**config.mk**
```make
export PLATFORM = sky130hd
export DESIGN_NAME = alu_input_loader
export DESIGN_NICKNAME = d
export VERILOG_FILES = /design/src/rtl/alu_input_loader.sv
export SDC_FILE = /design/constraint.sdc
export NUM_CORES = 1
export LEC_CHECK = 0
export ABC_AREA = 1
export ABC_CLOCK_PERIOD_IN_PS = 1500
export CAP_MARGIN = 5
export CORE_MARGIN = 2
export CORE_UTILIZATION = 45
export DETAILED_ROUTE_END_ITERATION = 10
export GPL_ROUTABILITY_DRIVEN = 0
export MAX_ROUTING_LAYER = met4
export PLACE_DENSITY = 0.79
export SETUP_SLACK_MARGIN = 0.05
export SLEW_MARGIN = 5
export SYNTH_ARGS = -nofsm -noshare
export SYNTH_HDL_FRONTEND = slang
export SYNTH_SLANG_ARGS = --single-unit
```
**constraint.sdc**
```tcl
create_clock -name i_clk -period 1.5 [get_ports i_clk]
set_input_delay 0.375 -clock i_clk [delete_from_list [all_inputs] [get_ports i_clk]]
set_output_delay 0.375 -clock i_clk [all_outputs]
set_load 0.03 [all_outputs]
```
**src/rtl/alu_input_loader.sv**
```systemverilog
// alu_input_loader
//
// Sequential front end for the combinational ALU. It captures operand A,
// operand B and the operation code from the slide switches. Each value is
// loaded by its own pushbutton, and the loads always happen in the order
// A -> B -> OP. The three values are held on registered outputs that drive
// the ALU inputs.
//
// Raw buttons go through a 2-FF synchroniser, an optional debouncer and a
// rising-edge detector. Each physical press therefore produces exactly one
// one-cycle press pulse.
//
// Build option:
//   ALU_INPUT_LOADER_DEBOUNCE_EN  defined: one debounce counter per button.
//                                 undefined: the synchronised level feeds the
//                                 edge detector directly, and DEBOUNCE_CYCLES
//                                 is not used.
//
// Parameters:
//   NBITS            operand width (matches the ALU)
//   COD_OP           operation-code width (matches the ALU)
//   DEBOUNCE_CYCLES  number of consecutive stable cycles before the debounced
//                    level changes (>= 2)
//
// Ports:
//   i_clk            system clock; all logic runs on its rising edge
//   i_reset          synchronous, active-high reset
//   i_switches       raw slide switches; [COD_OP-1:0] supplies the op code
//   i_btn_a          raw pushbutton, loads operand A
//   i_btn_b          raw pushbutton, loads operand B
//   i_btn_op         raw pushbutton, loads the op code
//   o_operando_A     registered operand A
//   o_operando_B     registered operand B
//   o_cod_operacion  registered op code
//   o_state          FSM state for the LEDs
//   o_ready          high while all three values are loaded
//   o_done           one-cycle pulse on entry to READY
//
// FSM states:
//   state   | meaning
//   WAIT_A  | waiting for the operand A press
//   WAIT_B  | A loaded, waiting for the operand B press
//   WAIT_OP | A and B loaded, waiting for the op-code press
//   READY   | all loaded; only an A press (new sequence) is accepted

module alu_input_loader #(
  parameter int NBITS           = 8,
  parameter int COD_OP          = 6,
  parameter int DEBOUNCE_CYCLES = 1000000
) (
  input  logic              i_clk,
  input  logic              i_reset,
  input  logic [NBITS-1:0]  i_switches,
  input  logic              i_btn_a,
  input  logic              i_btn_b,
  input  logic              i_btn_op,
  output logic [NBITS-1:0]  o_operando_A,
  output logic [NBITS-1:0]  o_operando_B,
  output logic [COD_OP-1:0] o_cod_operacion,
  output logic [1:0]        o_state,
  output logic              o_ready,
  output logic              o_done
);

  if (DEBOUNCE_CYCLES < 2) begin : g_bad_debounce_cycles
    $error("alu_input_loader: DEBOUNCE_CYCLES must be >= 2");
  end

  if (COD_OP > NBITS) begin : g_bad_cod_op
    $error("alu_input_loader: COD_OP must not exceed NBITS");
  end

  localparam int NBTN   = 3;
  localparam int BTN_A  = 0;
  localparam int BTN_B  = 1;
  localparam int BTN_OP = 2;

  typedef enum logic [1:0] {
    WAIT_A  = 2'b00,
    WAIT_B  = 2'b01,
    WAIT_OP = 2'b10,
    READY   = 2'b11
  } state_t;

  logic [NBTN-1:0] btn_raw;
  logic [NBTN-1:0] sync1;
  logic [NBTN-1:0] sync2;
  logic [NBTN-1:0] level;
  logic [NBTN-1:0] level_prev;
  logic [NBTN-1:0] press;

  assign btn_raw = {i_btn_op, i_btn_b, i_btn_a};

  // Button conditioning: synchroniser
  always_ff @(posedge i_clk) begin
    if (i_reset) begin
      sync1 <= '0;
      sync2 <= '0;
    end else begin
      sync1 <= btn_raw;
      sync2 <= sync1;
    end
  end

`ifdef ALU_INPUT_LOADER_DEBOUNCE_EN
  localparam int CNT_W = $clog2(DEBOUNCE_CYCLES);
  localparam logic [CNT_W-1:0] CNT_TC = CNT_W'(DEBOUNCE_CYCLES - 1);

  logic [CNT_W-1:0] db_cnt [NBTN];

  // Count consecutive cycles in which the synchronised input differs from
  // the debounced level. The level follows the input only after
  // DEBOUNCE_CYCLES such cycles. Any return to agreement clears the count,
  // so a short glitch restarts the count instead of accumulating.
  always_ff @(posedge i_clk) begin
    if (i_reset) begin
      level <= '0;
      for (int i = 0; i < NBTN; i++) begin
        db_cnt[i] <= '0;
      end
    end else begin
      for (int i = 0; i < NBTN; i++) begin
        if (sync2[i] == level[i]) begin
          db_cnt[i] <= '0;
        end else if (db_cnt[i] == CNT_TC) begin
          level[i]  <= sync2[i];
          db_cnt[i] <= '0;
        end else begin
          db_cnt[i] <= db_cnt[i] + CNT_W'(1);
        end
      end
    end
  end
`else
  assign level = sync2;
`endif

  // Edge detector. It resets to 0, so a button held through reset release
  // is seen as a fresh press.
  always_ff @(posedge i_clk) begin
    if (i_reset) begin
      level_prev <= '0;
    end else begin
      level_prev <= level;
    end
  end

  assign press = level & ~level_prev;

  // Loader FSM
  state_t state;
  state_t state_next;
  logic   load_a;
  logic   load_b;
  logic   load_op;

  logic [NBITS-1:0]  operand_a;
  logic [NBITS-1:0]  operand_b;
  logic [COD_OP-1:0] cod_op;
  logic              done;

  always_ff @(posedge i_clk) begin
    if (i_reset) begin
      state <= WAIT_A;
    end else begin
      state <= state_next;
    end
  end

  // Each state looks only at the one press it expects. Presses on other
  // buttons, including presses in the same cycle, are dropped, so at most
  // one transition happens per cycle.
  always_comb begin
    state_next = state;
    load_a     = 1'b0;
    load_b     = 1'b0;
    load_op    = 1'b0;
    unique case (state)
      WAIT_A: begin
        if (press[BTN_A]) begin
          load_a     = 1'b1;
          state_next = WAIT_B;
        end
      end
      WAIT_B: begin
        if (press[BTN_B]) begin
          load_b     = 1'b1;
          state_next = WAIT_OP;
        end
      end
      WAIT_OP: begin
        if (press[BTN_OP]) begin
          load_op    = 1'b1;
          state_next = READY;
        end
      end
      READY: begin
        if (press[BTN_A]) begin
          load_a     = 1'b1;
          state_next = WAIT_B;
        end
      end
      default: begin
        state_next = WAIT_A;
      end
    endcase
  end

  // Switches are quasi-static, so they are sampled directly in the cycle
  // the press pulse is high.
  always_ff @(posedge i_clk) begin
    if (i_reset) begin
      operand_a <= '0;
      operand_b <= '0;
      cod_op    <= '0;
      done      <= 1'b0;
    end else begin
      if (load_a) begin
        operand_a <= i_switches;
      end
      if (load_b) begin
        operand_b <= i_switches;
      end
      if (load_op) begin
        cod_op <= i_switches[COD_OP-1:0];
      end
      done <= load_op;
    end
  end

  assign o_operando_A    = operand_a;
  assign o_operando_B    = operand_b;
  assign o_cod_operacion = cod_op;
  assign o_state         = state;
  assign o_ready         = (state == READY);
  assign o_done          = done;

endmodule
```
# Yosys cells after proc, flatten, opt, wreduce, memory -nomap -nowiden

Cells that the tools add are included.

Logic and storage cells: 29
Register bits: 34
Bits in read-only memories: 0
Output and inout port bits: 26
Memories: 0
Bits in writable memories: 0
Bits in latches: 0

Shifts and indexed selects: 0
Mux-type cells: 10
Reductions and logical operators: 3
Divide/modulo/power cells: 0
Eq/ne operators: 6
Add/subtract/negate cells: 0
Order comparisons: 0
Multipliers: 0
Bitwise gates (word level): 2

Operators with widths:

| kind               | number |
|---|---|
| $mux 1             | 6 |
| $mux 2             | 3 |
| $pmux 2 s3         | 1 |
| $eq 2x2->1 const B | 2 |
| $ne 2x2->1 const B | 2 |
| $and 3x3->3        | 1 |
| $not 3->3          | 1 |
| $reduce_and 3->1   | 1 |
| $eq 2x1->1 const B | 1 |
| $logic_not 2->1    | 1 |
| $ne 2x1->1 const B | 1 |
| $reduce_or 2->1    | 1 |

# Longest topological paths before layout

Depth after elaboration: 4
Mapped depth: 7

# Worst setup path before layout

No wires, ideal clock.

Path type: register to register
Start: register state[0], in the netlist o_state[0]
End: register operand_a[7], in the netlist o_operando_A[7]
Clock period less this slack: 1474 ps
Cell stages (with the launch flop): 7
Setup slack: 26 ps
Library setup time: 116 ps
Arrival: 1357 ps
Cell sequence: dfxtp_1 -> inv_1 -> ha_1 -> nand3_2 -> buf_6 -> o21ai_1 -> a21oi_1

Cells in the longest elaborated chain, start to end: 3

RTL lines:

| element                                       | line | RTL |
|---|---|---|
| start: declaration                            | 151  | `state_t state;` |
| start signal: assignment                      | 166  | `state <= state_next;` |
| $eq 2x2->1 or $logic_not 2->1 (tied branches) | 178  | `unique case (state)` |
| $reduce_or 2->1 (no source line) (*)          | --   |  |
| $mux 1 (*)                                    | --   |  |
| end signal: assignment                        | 219  | `operand_a <= i_switches;` |
| end: declaration                              | 157  | `logic [NBITS-1:0] operand_a;` |

Mark *: on every way between the ends. The rest lies on a longest branch, timed or not.
A chain may end at the register's enable or synchronous reset.

# Worst setup path after layout

Start: register operand_a[0], in the netlist o_operando_A[0]
End: output port o_operando_A[0]

RTL lines:

| element          | line | RTL |
|---|---|---|
| end: declaration | 57   | `output logic [NBITS-1:0] o_operando_A,` |

No word-level cell between the ends.

==> impl_metrics.py <==
metrics = {
    "outcome": {
        "run_status": "finished, final reports clean",
    },
    "floorplanning": {
        "dieArea_um2": 3239,
        "dieWidth_um": 56.92,
        "die_height_um": 56.92,
        "io_pins": 39,
        "rows": 19,
        "initial_core_util_pct": 46.49,
        "coreArea_um2": 2710,
    },
    "cells_and_area": {
        "area_delta_synth_final_pct": 30.29,
        "design_area_um2": 1642,
        "layout.cells.non_filler": 224,
        "antenna_cells": 0,
        "drive_gt1_share_pct": 21.76,
        "nets": 208,
    },
    "synth": {
        "synthCells": 152,
        "yosysSeqAreaShare_pct": 54.02,
        "yosys-top-cells-area": "dfxtp_1, inv_1, a21oi_1",
        "synth_nets": 168,
        "ys.flop_type": "dfxtp_1",
        "synthSimpleGateAreaFrac_pct": 9.633,
        "synth_top_family_by_area": "compound AO/OA/AOI/OAI gates",
        "avgSynthCellArea_um2": 8.289,
        "mappedNetlistArea_um2": 1260,
        "synth_edf_count": 0,
        "muxShareOfSynthArea_pct": 0,
        "synth_fa_ha_area_share_pct": 2.979,
        "synthArstFlopShare_pct": 0,
        "synthTopCellsByCount": "inv_1, dfxtp_1, a21oi_1, o21ai_0, nor2_1",
        "yosysWarnings": 0,
        "yosysMostFrequentCell": "inv_1",
        "synth_top_area_share_pct": 54.02,
        "synth-compound-area-share_pct": 18.47,
        "synth-seq-cells": 34,
        "synth_xor_area_share_pct": 0,
        "yosysTopAreaCell": "dfxtp_1",
        "synth_cell_types": 16,
    },
    "sta": {
        "relSlewSlack_pct": 79.28,
        "rsz0062_at_grt": "false",
        "fin_ws_ps": 105.0,
        "hold_viol": 0,
        "tns_ps": 0,
        "clock.fmax_mhz": 716.9,
        "clock_skew_ps": 5.831,
        "slew_violations": 0,
        "post-route-min-period_ps": 1395,
        "finalSetupViolCount": 0,
        "worstMarginPinSlew_ps": 310.3,
        "fin_crit_sh_pct": 93.00,
    },
    "worst_setup_path": {
        "critical_path_class": "reg -> out",
        "worstPathArrival_ps": 1020,
        "endpoint_kind": "output port",
        "cp_cell_sequence": "clkdlybuf4s15_2",
        "cp-start-kind": "register",
        "slowest_delay_ps": 370,
        "critPathRequiredTime_ps": 1120,
        "worstPathMaxFanout": 2,
        "path_buf_inv": 1,
        "crit_family": "flip-flops",
        "cp_slowest_cell": "dfxtp_1",
    },
    "clock_tree": {
        "cts_sinks": 34,
        "htree_levels": 2,
        "clk_pin_slew_worst_paths_ps": 100,
        "cts_root_buf": "clkbuf_4",
        "cts_tree": "built",
        "numCtsBuffers": 5,
        "worstSkewPairLatency_ps": 340,
        "cts.path.max_buffers": 2,
    },
    "power_and_ir_drop": {
        "netSwitchingFraction_pct": 32.64,
        "powerDensity_nw_per_um2": 1261,
        "clkPwrFrac_pct": 25.4,
        "p_leak_nw": 0.6777,
        "peakVddDrop_mv": 1.010,
        "p_int_w": 0.001394,
        "seqPwrFrac_pct": 49.7,
        "power.share.combinational_pct": 24.9,
        "switching_power_w": 0.0006756,
    },
    "routing": {
        "antenna_left": 0,
        "wire_per_inst_um": 11.74,
        "dr.pass1.iters": 4,
        "viasPerCell": 4.728,
        "drt_iter0_markers": 13,
        "remaining_drc_errors": 0,
        "num_vias": 1059,
        "wl_mm": 2.629,
    },
    "hold_path": {
        "hold_class": "reg -> reg",
    },
    "grt": {
        "grt_first_pass_wirelength_mm": 4.236,
        "grt_remaining_overflow": 0,
        "antenna_found_initial": 0,
        "grtUsageTotal_pct": 17.95,
        "grt_max_degree": 24,
        "grt_pass1_vias": 984,
    },
    "placement": {
        "dp.cells": 216,
        "post-dp-hpwl_mm": 1.874,
        "port_buffers": 38,
        "pre_cts_ws_ps": 38.34,
        "dpl_cell_area_um2": 1640,
    },
    "run": {
        "max-cap-violations": 0,
    },
}
-- flip-flops by register name, indices dropped and copies added (netlist names) --
| register | count |
|---|---|
| level | 3 |
| sync1 | 3 |
| o_done | 1 |
| o_operando_B | 8 |
| level_prev | 3 |
| o_state | 2 |
| o_cod_operacion | 6 |
| o_operando_A | 8 |
-- per-stage QoR --
| stage | util (%) | total power [W] | hold slack [ps] |
|---|---|---|---|
| after floorplan | - | 0.001383 | 388.3 |
| after global placement | 60.53 | 0.001568 | 391.0 |
| after detailed placement | 60.53 | 0.001587 | 396.1 |
| after CTS | 63.30 | 0.002091 | 410.2 |
| after global routing | 60.57 | 0.002178 | 432.2 |
| final | 60.57 | 0.002070 | 409.7 |
-- cell usage in the layout (no fill, tap or decap), types with 2 or more instances in the layout --
cell             instances
inv_1                   37
dfxtp_1                 32
a21oi_1                 23
clkbuf_2                17
o21ai_0                 15
nor2_1                  12
clkdlybuf4s50_1         12
nand2_1                  9
clkdlybuf4s15_2          7
o21ai_1                  5
clkbuf_4                 5
nand3_2                  2
o21ai_2                  2
ha_1                     2
-- kinds of logic (layout without fill, tap and decap cells) --
logic type	Yosys count	in the layout
compound gates	45	45
buf+inv	44	85
flops	34	34
simple gates	26	26
fa+ha+maj	3	3
-- power by group through the flow --
stage,clock network [W],logic [W],registers (W)
floorplan,0,0.000221,0.00116
global placement,0,0.000529,0.00104
detailed placement,0,0.000541,0.00105
CTS,0.000539,0.000527,0.00102
global route,0.000577,0.000561,0.00104
finish,0.000526,0.000515,0.00103
-- timing repair --
action                     4_1_cts  5_1_grt
resized for setup               57       22
hold buffers                     0        0
buffers inserted                 0        0
setup endpoints to repair       27       22
-- final cells by class --
| cell class | count | area (um2) |
|---|---|---|
| multi-input cells | 74 | 401.6 |
| flip-flops and latches | 34 | 685.7 |
| inverters | 38 | 142.6 |
| clock buffers | 7 | 55.05 |
| clock inverters | 1 | 5.005 |
| repair buffers | 39 | 312.8 |
| well taps | 31 | 38.79 |
| fillers | 253 | 1069 |
-- layer usage --
layer | up-vias | global-route usage, % | routed length, um
li1 | 548 | - | -
met1 | 467 | 18.29 | 1084
met2 | 38 | 30.21 | 1287
met3 | 6 | 7.143 | 203
met4 | 0 | 7.973 | 53
met5 | - | - | 0
-- path summary, 6_finish.rpt --
check | depth (start not counted) | from | end | slack [ps]
max reg2reg | 5 | o_state[0]$_SDFFE_PP0P_ | o_operando_A[4]$_SDFFE_PP0P_ | 150
min reg2reg | 2 | sync1[0]$_SDFF_PP0_ | level[0]$_SDFF_PP0_ | 410
max | 1 | o_operando_A[0]$_SDFFE_PP0P_ | o_operando_A[0] | 110
min | 2 | sync1[0]$_SDFF_PP0_ | level[0]$_SDFF_PP0_ | 410
No activity file was read; power rests on OpenSTA's default activity.
